===== src/rtl/math_solver.sv =====
// Infix expression evaluator: shunting-yard conversion to postfix, then postfix
// evaluation on a value stack, one token action per clock.
module math_solver #(
  parameter int N = 13,
  parameter int W = 16
) (
  input  logic                     CLK,
  input  logic                     RST_N,
  input  logic [1:0][N-1:0][W-1:0] infix,
  output logic [W-1:0]             result,
  output logic [1:0][N-1:0][W-1:0] postfix,
  output logic [W-1:0]             input_data,
  output logic [2:0]               opcode,
  output logic [W-1:0]             first,
  output logic [W-1:0]             second,
  output logic [W-1:0]             output_data,
  output logic                     done
);
  localparam int IW = $clog2(N + 1);
  localparam int AW = (N > 1) ? $clog2(N) : 1;
  localparam logic [IW-1:0] NI  = IW'(N);
  localparam logic [IW-1:0] ONE = IW'(1);

  localparam logic [1:0] S_CONVERT = 2'd0, S_FLUSH = 2'd1, S_EVAL = 2'd2, S_DONE = 2'd3;
  localparam logic [2:0] OP_NOP = 3'b000, OP_ADD = 3'b001, OP_SUB = 3'b010,
                         OP_MUL = 3'b011, OP_PUSH = 3'b100;
  localparam logic [W-1:0] SYM_LP = W'(40), SYM_RP = W'(41), SYM_MUL = W'(42),
                           SYM_ADD = W'(43), SYM_SUB = W'(45);
  localparam logic [W-1:0] KIND_OPND = '0, KIND_SYM = W'(1);
  localparam logic [1:0][N-1:0][W-1:0] PF_PAD = {{N{KIND_SYM}}, {(N*W){1'b0}}};

  function automatic logic is_op(input logic [W-1:0] v);
    return (v == SYM_MUL) || (v == SYM_ADD) || (v == SYM_SUB);
  endfunction

  function automatic logic prec(input logic [W-1:0] v);
    return (v == SYM_MUL);
  endfunction

  logic [1:0]               state_q, state_d;
  logic [IW-1:0]            i_q, i_d, j_q, j_d, osp_q, osp_d, vsp_q, vsp_d, pidx_q, pidx_d;
  logic [N-1:0][W-1:0]      ostk_q, ostk_d, vstk_q, vstk_d;
  logic [1:0][N-1:0][W-1:0] pf_q, pf_d;
  logic [W-1:0]             result_q, result_d, input_data_q, input_data_d;
  logic [W-1:0]             first_q, first_d, second_q, second_d, output_data_q, output_data_d;
  logic [2:0]               opcode_q, opcode_d;
  logic                     done_q, done_d;

  logic [W-1:0]  cur_val, otop, emit_val, emit_kind, pv_val, lhs, rhs, alu;
  logic          cur_sym, cur_end, nxt_end, adv, emit, pv_sym, pv_end, pv_nxt_end;
  logic [IW-1:0] nsp;

  always_comb begin
    state_d = state_q; i_d = i_q; j_d = j_q;
    osp_d = osp_q; vsp_d = vsp_q; pidx_d = pidx_q;
    ostk_d = ostk_q; vstk_d = vstk_q; pf_d = pf_q;
    result_d = result_q; done_d = done_q;
    opcode_d = OP_NOP; input_data_d = '0; first_d = '0; second_d = '0; output_data_d = '0;
    adv = 1'b0; emit = 1'b0; emit_val = '0; emit_kind = KIND_OPND;
    lhs = '0; rhs = '0; alu = '0; nsp = '0;

    cur_val = infix[0][AW'(i_q)];
    cur_sym = (infix[1][AW'(i_q)] != '0);
    cur_end = (i_q >= NI) || (cur_sym && cur_val == '0);
    // Look one slot ahead so the last token action also hands over to the next phase.
    nxt_end = ((i_q + ONE) >= NI) ||
              ((infix[1][AW'(i_q + ONE)] != '0) && (infix[0][AW'(i_q + ONE)] == '0));
    otop    = ostk_q[AW'(osp_q - ONE)];

    pv_val     = pf_q[0][AW'(j_q)];
    pv_sym     = (pf_q[1][AW'(j_q)] != '0);
    pv_end     = (j_q >= NI) || (pv_sym && pv_val == '0);
    pv_nxt_end = ((j_q + ONE) >= NI) ||
                 ((pf_q[1][AW'(j_q + ONE)] != '0) && (pf_q[0][AW'(j_q + ONE)] == '0));

    case (state_q)
      S_CONVERT: begin
        if (cur_end) begin
          state_d = (osp_q == '0) ? S_EVAL : S_FLUSH;
          j_d = '0;
        end else if (!cur_sym) begin
          emit = 1'b1; emit_val = cur_val; adv = 1'b1;
        end else if (cur_val == SYM_LP) begin
          if (osp_q < NI) begin
            ostk_d[AW'(osp_q)] = cur_val; osp_d = osp_q + ONE;
          end
          adv = 1'b1;
        end else if (cur_val == SYM_RP) begin
          if (osp_q == '0) adv = 1'b1;
          else if (otop == SYM_LP) begin
            osp_d = osp_q - ONE; adv = 1'b1;
          end else begin
            emit = 1'b1; emit_val = otop; emit_kind = KIND_SYM; osp_d = osp_q - ONE;
          end
        end else if (is_op(cur_val)) begin
          if (osp_q != '0 && is_op(otop) && prec(otop) >= prec(cur_val)) begin
            emit = 1'b1; emit_val = otop; emit_kind = KIND_SYM; osp_d = osp_q - ONE;
          end else begin
            if (osp_q < NI) begin
              ostk_d[AW'(osp_q)] = cur_val; osp_d = osp_q + ONE;
            end
            adv = 1'b1;
          end
        end else begin
          adv = 1'b1;
        end
        if (adv) begin
          i_d = i_q + ONE;
          if (nxt_end) begin
            state_d = (osp_d == '0) ? S_EVAL : S_FLUSH;
            j_d = '0;
          end
        end
      end
      S_FLUSH: begin
        if (osp_q != '0) begin
          if (otop != SYM_LP) begin
            emit = 1'b1; emit_val = otop; emit_kind = KIND_SYM;
          end
          osp_d = osp_q - ONE;
        end
        if (osp_q <= ONE) begin
          state_d = S_EVAL; j_d = '0;
        end
      end
      S_EVAL: begin
        if (pv_end) begin
          state_d = S_DONE;
        end else begin
          if (!pv_sym) begin
            opcode_d = OP_PUSH; input_data_d = pv_val;
            if (vsp_q < NI) begin
              vstk_d[AW'(vsp_q)] = pv_val; vsp_d = vsp_q + ONE;
            end
          end else if (is_op(pv_val)) begin
            // Missing operands on underflow read as zero.
            lhs = (vsp_q >= IW'(2)) ? vstk_q[AW'(vsp_q - IW'(2))] : '0;
            rhs = (vsp_q >= ONE)    ? vstk_q[AW'(vsp_q - ONE)]    : '0;
            nsp = (vsp_q >= IW'(2)) ? (vsp_q - IW'(2)) : '0;
            case (pv_val)
              SYM_ADD: begin alu = lhs + rhs; opcode_d = OP_ADD; end
              SYM_SUB: begin alu = lhs - rhs; opcode_d = OP_SUB; end
              default: begin alu = lhs * rhs; opcode_d = OP_MUL; end
            endcase
            first_d = lhs; second_d = rhs; output_data_d = alu;
            vstk_d[AW'(nsp)] = alu; vsp_d = nsp + ONE;
          end
          j_d = j_q + ONE;
          if (pv_nxt_end) state_d = S_DONE;
        end
      end
      default: begin
        result_d = (vsp_q == '0) ? '0 : vstk_q[AW'(vsp_q - ONE)];
        done_d = 1'b1;
      end
    endcase

    if (emit && pidx_q < NI) begin
      pf_d[0][AW'(pidx_q)] = emit_val;
      pf_d[1][AW'(pidx_q)] = emit_kind;
      pidx_d = pidx_q + ONE;
    end
  end

  always_ff @(posedge CLK or negedge RST_N) begin
    if (!RST_N) begin
      state_q <= S_CONVERT;
      i_q <= '0; j_q <= '0; osp_q <= '0; vsp_q <= '0; pidx_q <= '0;
      ostk_q <= '0; vstk_q <= '0; pf_q <= PF_PAD;
      result_q <= '0; input_data_q <= '0; first_q <= '0; second_q <= '0;
      output_data_q <= '0; opcode_q <= OP_NOP; done_q <= 1'b0;
    end else begin
      state_q <= state_d;
      i_q <= i_d; j_q <= j_d; osp_q <= osp_d; vsp_q <= vsp_d; pidx_q <= pidx_d;
      ostk_q <= ostk_d; vstk_q <= vstk_d; pf_q <= pf_d;
      result_q <= result_d; input_data_q <= input_data_d; first_q <= first_d;
      second_q <= second_d; output_data_q <= output_data_d; opcode_q <= opcode_d;
      done_q <= done_d;
    end
  end

  assign result      = result_q;
  assign postfix     = pf_q;
  assign input_data  = input_data_q;
  assign opcode      = opcode_q;
  assign first       = first_q;
  assign second      = second_q;
  assign output_data = output_data_q;
  assign done        = done_q;
endmodule


===== config.mk =====
export PLATFORM = sky130hd
export DESIGN_NAME = math_solver
export DESIGN_NICKNAME = d
export VERILOG_FILES = /design/src/rtl/math_solver.sv
export SDC_FILE = /design/constraint.sdc
export NUM_CORES = 2
export LEC_CHECK = 0
export CELL_PAD_IN_SITES_DETAIL_PLACEMENT = 0
export CELL_PAD_IN_SITES_GLOBAL_PLACEMENT = 1
export CORE_ASPECT_RATIO = 0.7
export CORE_MARGIN = 4
export CORE_UTILIZATION = 37
export DETAILED_ROUTE_END_ITERATION = 16
export PLACE_DENSITY = 0.88
export SLEW_MARGIN = 10
export SYNTH_ARGS = -nofsm -noshare
export SYNTH_HDL_FRONTEND = slang
export SYNTH_SLANG_ARGS = --single-unit

===== constraint.sdc =====
create_clock -name CLK -period 9.5 [get_ports CLK]
set_clock_uncertainty 0.2 [all_clocks]
set_input_delay 0.95 -clock CLK [delete_from_list [all_inputs] [get_ports CLK]]
set_output_delay 0.95 -clock CLK [all_outputs]
set_load 0.005 [all_outputs]

# == Yosys cells after proc, flatten, opt, wreduce, memory -nomap -nowiden ==
# Index checks and enable logic that the tools add are counted.
# Widths: inputs -> output; s select.
# word_totals
reg_bits,938
latch_bits,0
mem_bits_rw,0
romBits,0
inputBits,418
output_inout_bits,500
word_cells,315
mem_count,0
# classes
addsub,11
mul,1
n_div,0
magnitude_cmp,26
eq_ne,22
n_shift,0
n_mux,143
bitwise_logic,2
reduce_logical,45
# ops
cell,n
$mux 208,8
$bwmux 208,5
$mux 16,51
$bmux 16 s4,11
$demux 16 s4,4
$eq 16x6->1 const B,12
$pmux 16 s2,3
$mux 4,19
$logic_not 16->1,4
$reduce_bool 16->1,4
$lt 4x5->1 const B,11
$mux 1,25
$add 4x1->4 const B,6
$ge 4x1->1 const B,5
$mux 2,9
$add 16x16->16,1
$ge 4x4->1 const B,4
$mul 16x16->16,1
$ne 16x6->1 const B,1
$sub 16x16->16,1
$logic_not 4->1,3
$lt 4x4->1 const B,3
$pmux 4 s3,1
$logic_and 1x1->1,11
other kinds (26),47

# == Depth between registers and ports, before layout ==
# logic_depth
word_depth,20
mapped_depth,43
depth_no_buf,33

# == Worst setup path before layout ==
# Ideal clock, no wire load.
# synth_timing
kind,flip-flop to flip-flop
startpoint,register vsp_q[1]
endpoint,register vstk_q[159] (netlist name)
setup_time_ns,0.126
t_arrival_ns,8.677
required_time_ns,9.174
path_slack_ns,0.497
path_stages_with_launch,38
path_buffers,11
synth_period_minus_slack_ns,9.003
cell_sequence,dfrtp_1 -> buf_2 -> buf_2 -> buf_2 -> buf_2 -> clkbuf_1 -> inv_1 -> ha_1 -> buf_2 -> buf_4 -> buf_4 -> buf_2 -> buf_2 -> and3_1 -> mux2i_1 -> mux2_2 -> nor2_1 -> nand2_1 -> (+2 left out) -> fa_1 -> inv_1 -> fa_1 -> fa_1 -> fa_1 -> fa_1 -> xor2_1 -> xnor2_1 -> xnor2_1 -> xnor2_1 -> xnor2_1 -> xnor2_1 -> xnor2_1 -> xnor2_1 -> mux2i_1 -> o21a_2 -> buf_6 -> a221o_1
# synth_between
elab_chain_cells,13
word_cells_on_any_way,37
classes_between,4 x add/sub; 1 x mul; 7 x order compare; 21 x mux; 4 x reduce/logical
# synth_lines
item,line_no,text
"start, declared",41,"logic [IW-1:0] i_q, i_d, j_q, j_d, osp_q, osp_d, vsp_q, vsp_d, pidx_q, pidx_d;"
"start signal, assigned",174,i_q <= i_d; j_q <= j_d; osp_q <= osp_d; vsp_q <= vsp_d; pidx_q <= pidx_d;
$sub 4x2->4 / $sub 4x1->4 (equally long branches),"137, 139, 138",
"$bmux 16 s4, on equally long branches","137, 138",
"$mux 16, on equally long branches (2 in series)","137, 138",
$mul 16x16->16 (tied with other cells),143,default: begin alu = lhs * rhs; opcode_d = OP_MUL; end
$pmux 16 s2,140,case (pv_val)
$mux 16,135,end else if (is_op(pv_val)) begin
$mux 16,130,if (!pv_sym) begin
$mux 16,127,if (pv_end) begin
$mux 16,76,case (state_q)
$bwmux 208,146,vstk_d[AW'(nsp)] = alu; vsp_d = nsp + ONE;
$mux 208,135,
$mux 208,130,
"end signal, assigned",175,ostk_q <= ostk_d; vstk_q <= vstk_d; pf_q <= pf_d;
"end, declared",42,"logic [N-1:0][W-1:0] ostk_q, ostk_d, vstk_q, vstk_d;"
# Several ways; a longest one is shown, not always the timed one. The select of a mux whose other input is x is not followed.
# A chain may end at the register's enable or synchronous reset.

# == Worst setup path in the final report ==
# layout_timing
startpoint,register vsp_q[0]
endpoint,register vstk_q[15] (netlist name)
# The elaborated chain is that of the path after synthesis.

==> flow_summary.ini <==
[status]
outcome = finished, final reports clean

[critical_path]
crit_slowest_cell = a21oi_1
reg2regPathDepth = 33
cp-end-kind = register
crit_path_start_kind = register
path_max_fanout = 30
rrSetupSlack_ns = 0.60
r2r-start = vsp_q[0]
slowest_delay_ns = 0.62
rr_endpoint = vstk_q[15]
crit_start = vsp_q[0]
critPathBufInv = 8
crit_required_ns = 9.89
cpMostUsedCell = inv_1
crit_arrival_ns = 9.29
critPathTopFamily = adder cells
path_class = register to register

[clock_network]
clock-sinks = 743
clk_latency_ns = 0.70
clockBufferDepth = 3
cts_tree = yes
numCtsBuffers = 74
htree_levels = 3
postCtsSetupBuffers = 0
cts-resized-gates = 0
clk_pin_slew_ns = 0.08
clockRootBuffer = clkbuf_16
ctsHoldBuffers = 0

[sta]
hold_viol = 0
setup_violations = 0
fin_tns_setup_ns = 0
maxSlewViolCount = 0
fin_crit_sh_pct = 93.7
rsz0062_at_grt = false
holdWs_ns = 0.0163
tightest_slew_ns = 1.32
relSlewSlack_pct = 12.2
period_minus_slack_ns = 8.90
max_freq_mhz = 112

[final_layout]
nets = 5657
layout_common_cells = 722 x dfrtp_1, 721 x clkdlybuf4s50_1, 418 x nand2_1
drive_gt1_share_pct = 16.8
final_common_cell = dfrtp_1
area_delta_synth_final_pct = 22.9
design_area_sq_mm = 0.0582

[yosys]
ys_seq_area_share_pct = 39.3
ys_types = 108
async_reset_ff_share_pct = 100
synth.avg_cell_area_sq_um = 10.7
syn_area_sq_mm = 0.0474
syn_inst = 4431
ys.flop_type = dfrtp_1
synth_edf_count = 0
yosysWarnings = 0
ys_seq_elements = 743

[power]
pwr_density_cell_mw_per_mm2 = 271
ir_worst_vdd_uv = 286
leakage_nw = 24.6

[place]
portBuffers = 722
dp_hpwl_um = 175000
globalplace.congestion = 1.01
placed_area_sq_mm = 0.0556

[floorplan]
die_w_um = 436
dieArea_sq_mm = 0.134
ios = 918
core_sq_mm = 0.127
initial_utilization_pct = 37.4
row_count = 109
die_y_um = 307

[detailed_routing]
drtIter0Drc = 6401
drc = 0
wl_um = 224000
ant_nets = 0
routedWlPerCell_um = 33.0
drt-pass1-iter-count = 8
vias = 42200
vias_per_cell = 6.22

[flow_run]
cap_violations = 0

[global_route]
groute.usage.overall_pct = 32.3
grt_pass1_vias = 40400
antenna_found_initial = 19
grt_overflow = 0
grt_pass1_wl_um = 314000
grt_max_degree = 167

[worst_hold_path]
hp-class = primary input to asynchronous set/reset pin
-- power breakdown --
part,leakage [nW],switching [mW],internal (mW),total [mW]
logic,13.0,5.85,2.98,8.83
registers,10.3,0.383,3.35,3.74
clock network,1.25,1.41,1.77,3.19
-- logic make-up after synthesis --
group                      count (synthesis)  synth area share, %
buffers and inverters                    693                 8.13
and+or+nand+nor                         1317                 14.0
xor gates and xnor gates                  81                 1.57
other                                      1              0.00792
AOI/OAI and AO/OA                        892                 12.8
adders and majority gates                176                 5.93
muxes                                    528                 18.2
DFF                                      743                 39.3
-- worst max-delay path by stage --
stage                        endpoint  slack [ns]  cells past startpoint
after floorplan           vstk_q[159]        0.50                     37
after global placement     vstk_q[15]        0.62                     26
after detailed placement   vstk_q[15]        0.63                     32
after CTS                  vstk_q[15]        0.58                     32
after global routing       vstk_q[15]        0.14                     33
final                      vstk_q[15]        0.60                     33
-- final cells by class --
class | count | area, sq um
sequential | 743 | 18600
timing repair buffer | 867 | 8400
multi-input combinational | 3189 | 25800
antenna | 6 | 15.0
clock inverter | 33 | 475
tap | 1665 | 2080
inverter | 188 | 706
fill | 11700 | 68500
clock buffer | 101 | 2100
-- worst reg2reg max path, delay by kind of cell (launching register included) --
| kind | cells | cell delay [ns] |
|---|---|---|
| buffers and inverters | 8 | 0.93 |
| adders and majority gates | 8 | 2.99 |
| AOI/OAI and AO/OA | 10 | 2.88 |
| and+or+nand+nor | 5 | 0.66 |
| DFF | 1 | 0.59 |
| xor gates and xnor gates | 1 | 0.46 |
| muxes | 1 | 0.11 |
-- per-stage QoR --
step                      total power [mW]  cells  setup WS [ns]  utilization, %
after floorplan                       9.12   4625          0.497               -
after global placement                12.2   6652          0.619            43.9
after detailed placement              12.2   6652          0.625            43.9
after CTS                             15.4   6786          0.576            45.9
after global routing                  16.3   6786          0.136            45.9
final                                 15.8   6792          0.598            46.0
-- synthesized netlist by cell type, types with 14 or more instances --
master	instances	area, sq um
xnor2_1	59	517
o221ai_1	17	149
buf_4	241	1810
inv_1	181	679
a21oi_1	91	455
nor3_1	58	290
nand4_1	38	238
xor2_1	19	166
o21ai_0	237	1190
clkbuf_1	140	526
a221o_1	28	280
a31oi_1	21	131
o21ai_1	40	200
o21ai_2	14	123
nand3_1	61	305
buf_6	25	282
a22oi_1	84	631
a211oi_1	21	158
nor2_1	240	901
mux2_2	241	2710
or4_1	19	143
buf_2	77	385
mux4_2	241	5430
dfrtp_1	730	18300
fa_1	81	1620
nand2b_1	40	250
o22ai_1	82	513
and2_1	171	1070
a22o_1	56	490
nand2_1	420	1580
ha_1	95	1190
and3_1	45	282
buf_1	16	60.1
nor4_1	134	838
mux2i_1	43	430
a221oi_1	18	158
a32oi_1	58	508
nor2b_1	35	219
-- flip-flops by register name, summed over array words and instances, names as in the netlist, 16 cells and up --
register,cells
output_data,16
vstk_q,208
second,16
postfix,221
ostk_q,208
first,16
input_data,16
result,16
-- layer usage --
layer	part of all wire (%)	global-route usage, %
met5	0.058	0
met4	4.0	10.1
met1	40	44.6
met2	42	46.8
met3	14	12.6
No activity file was read; power rests on OpenSTA's default activity.
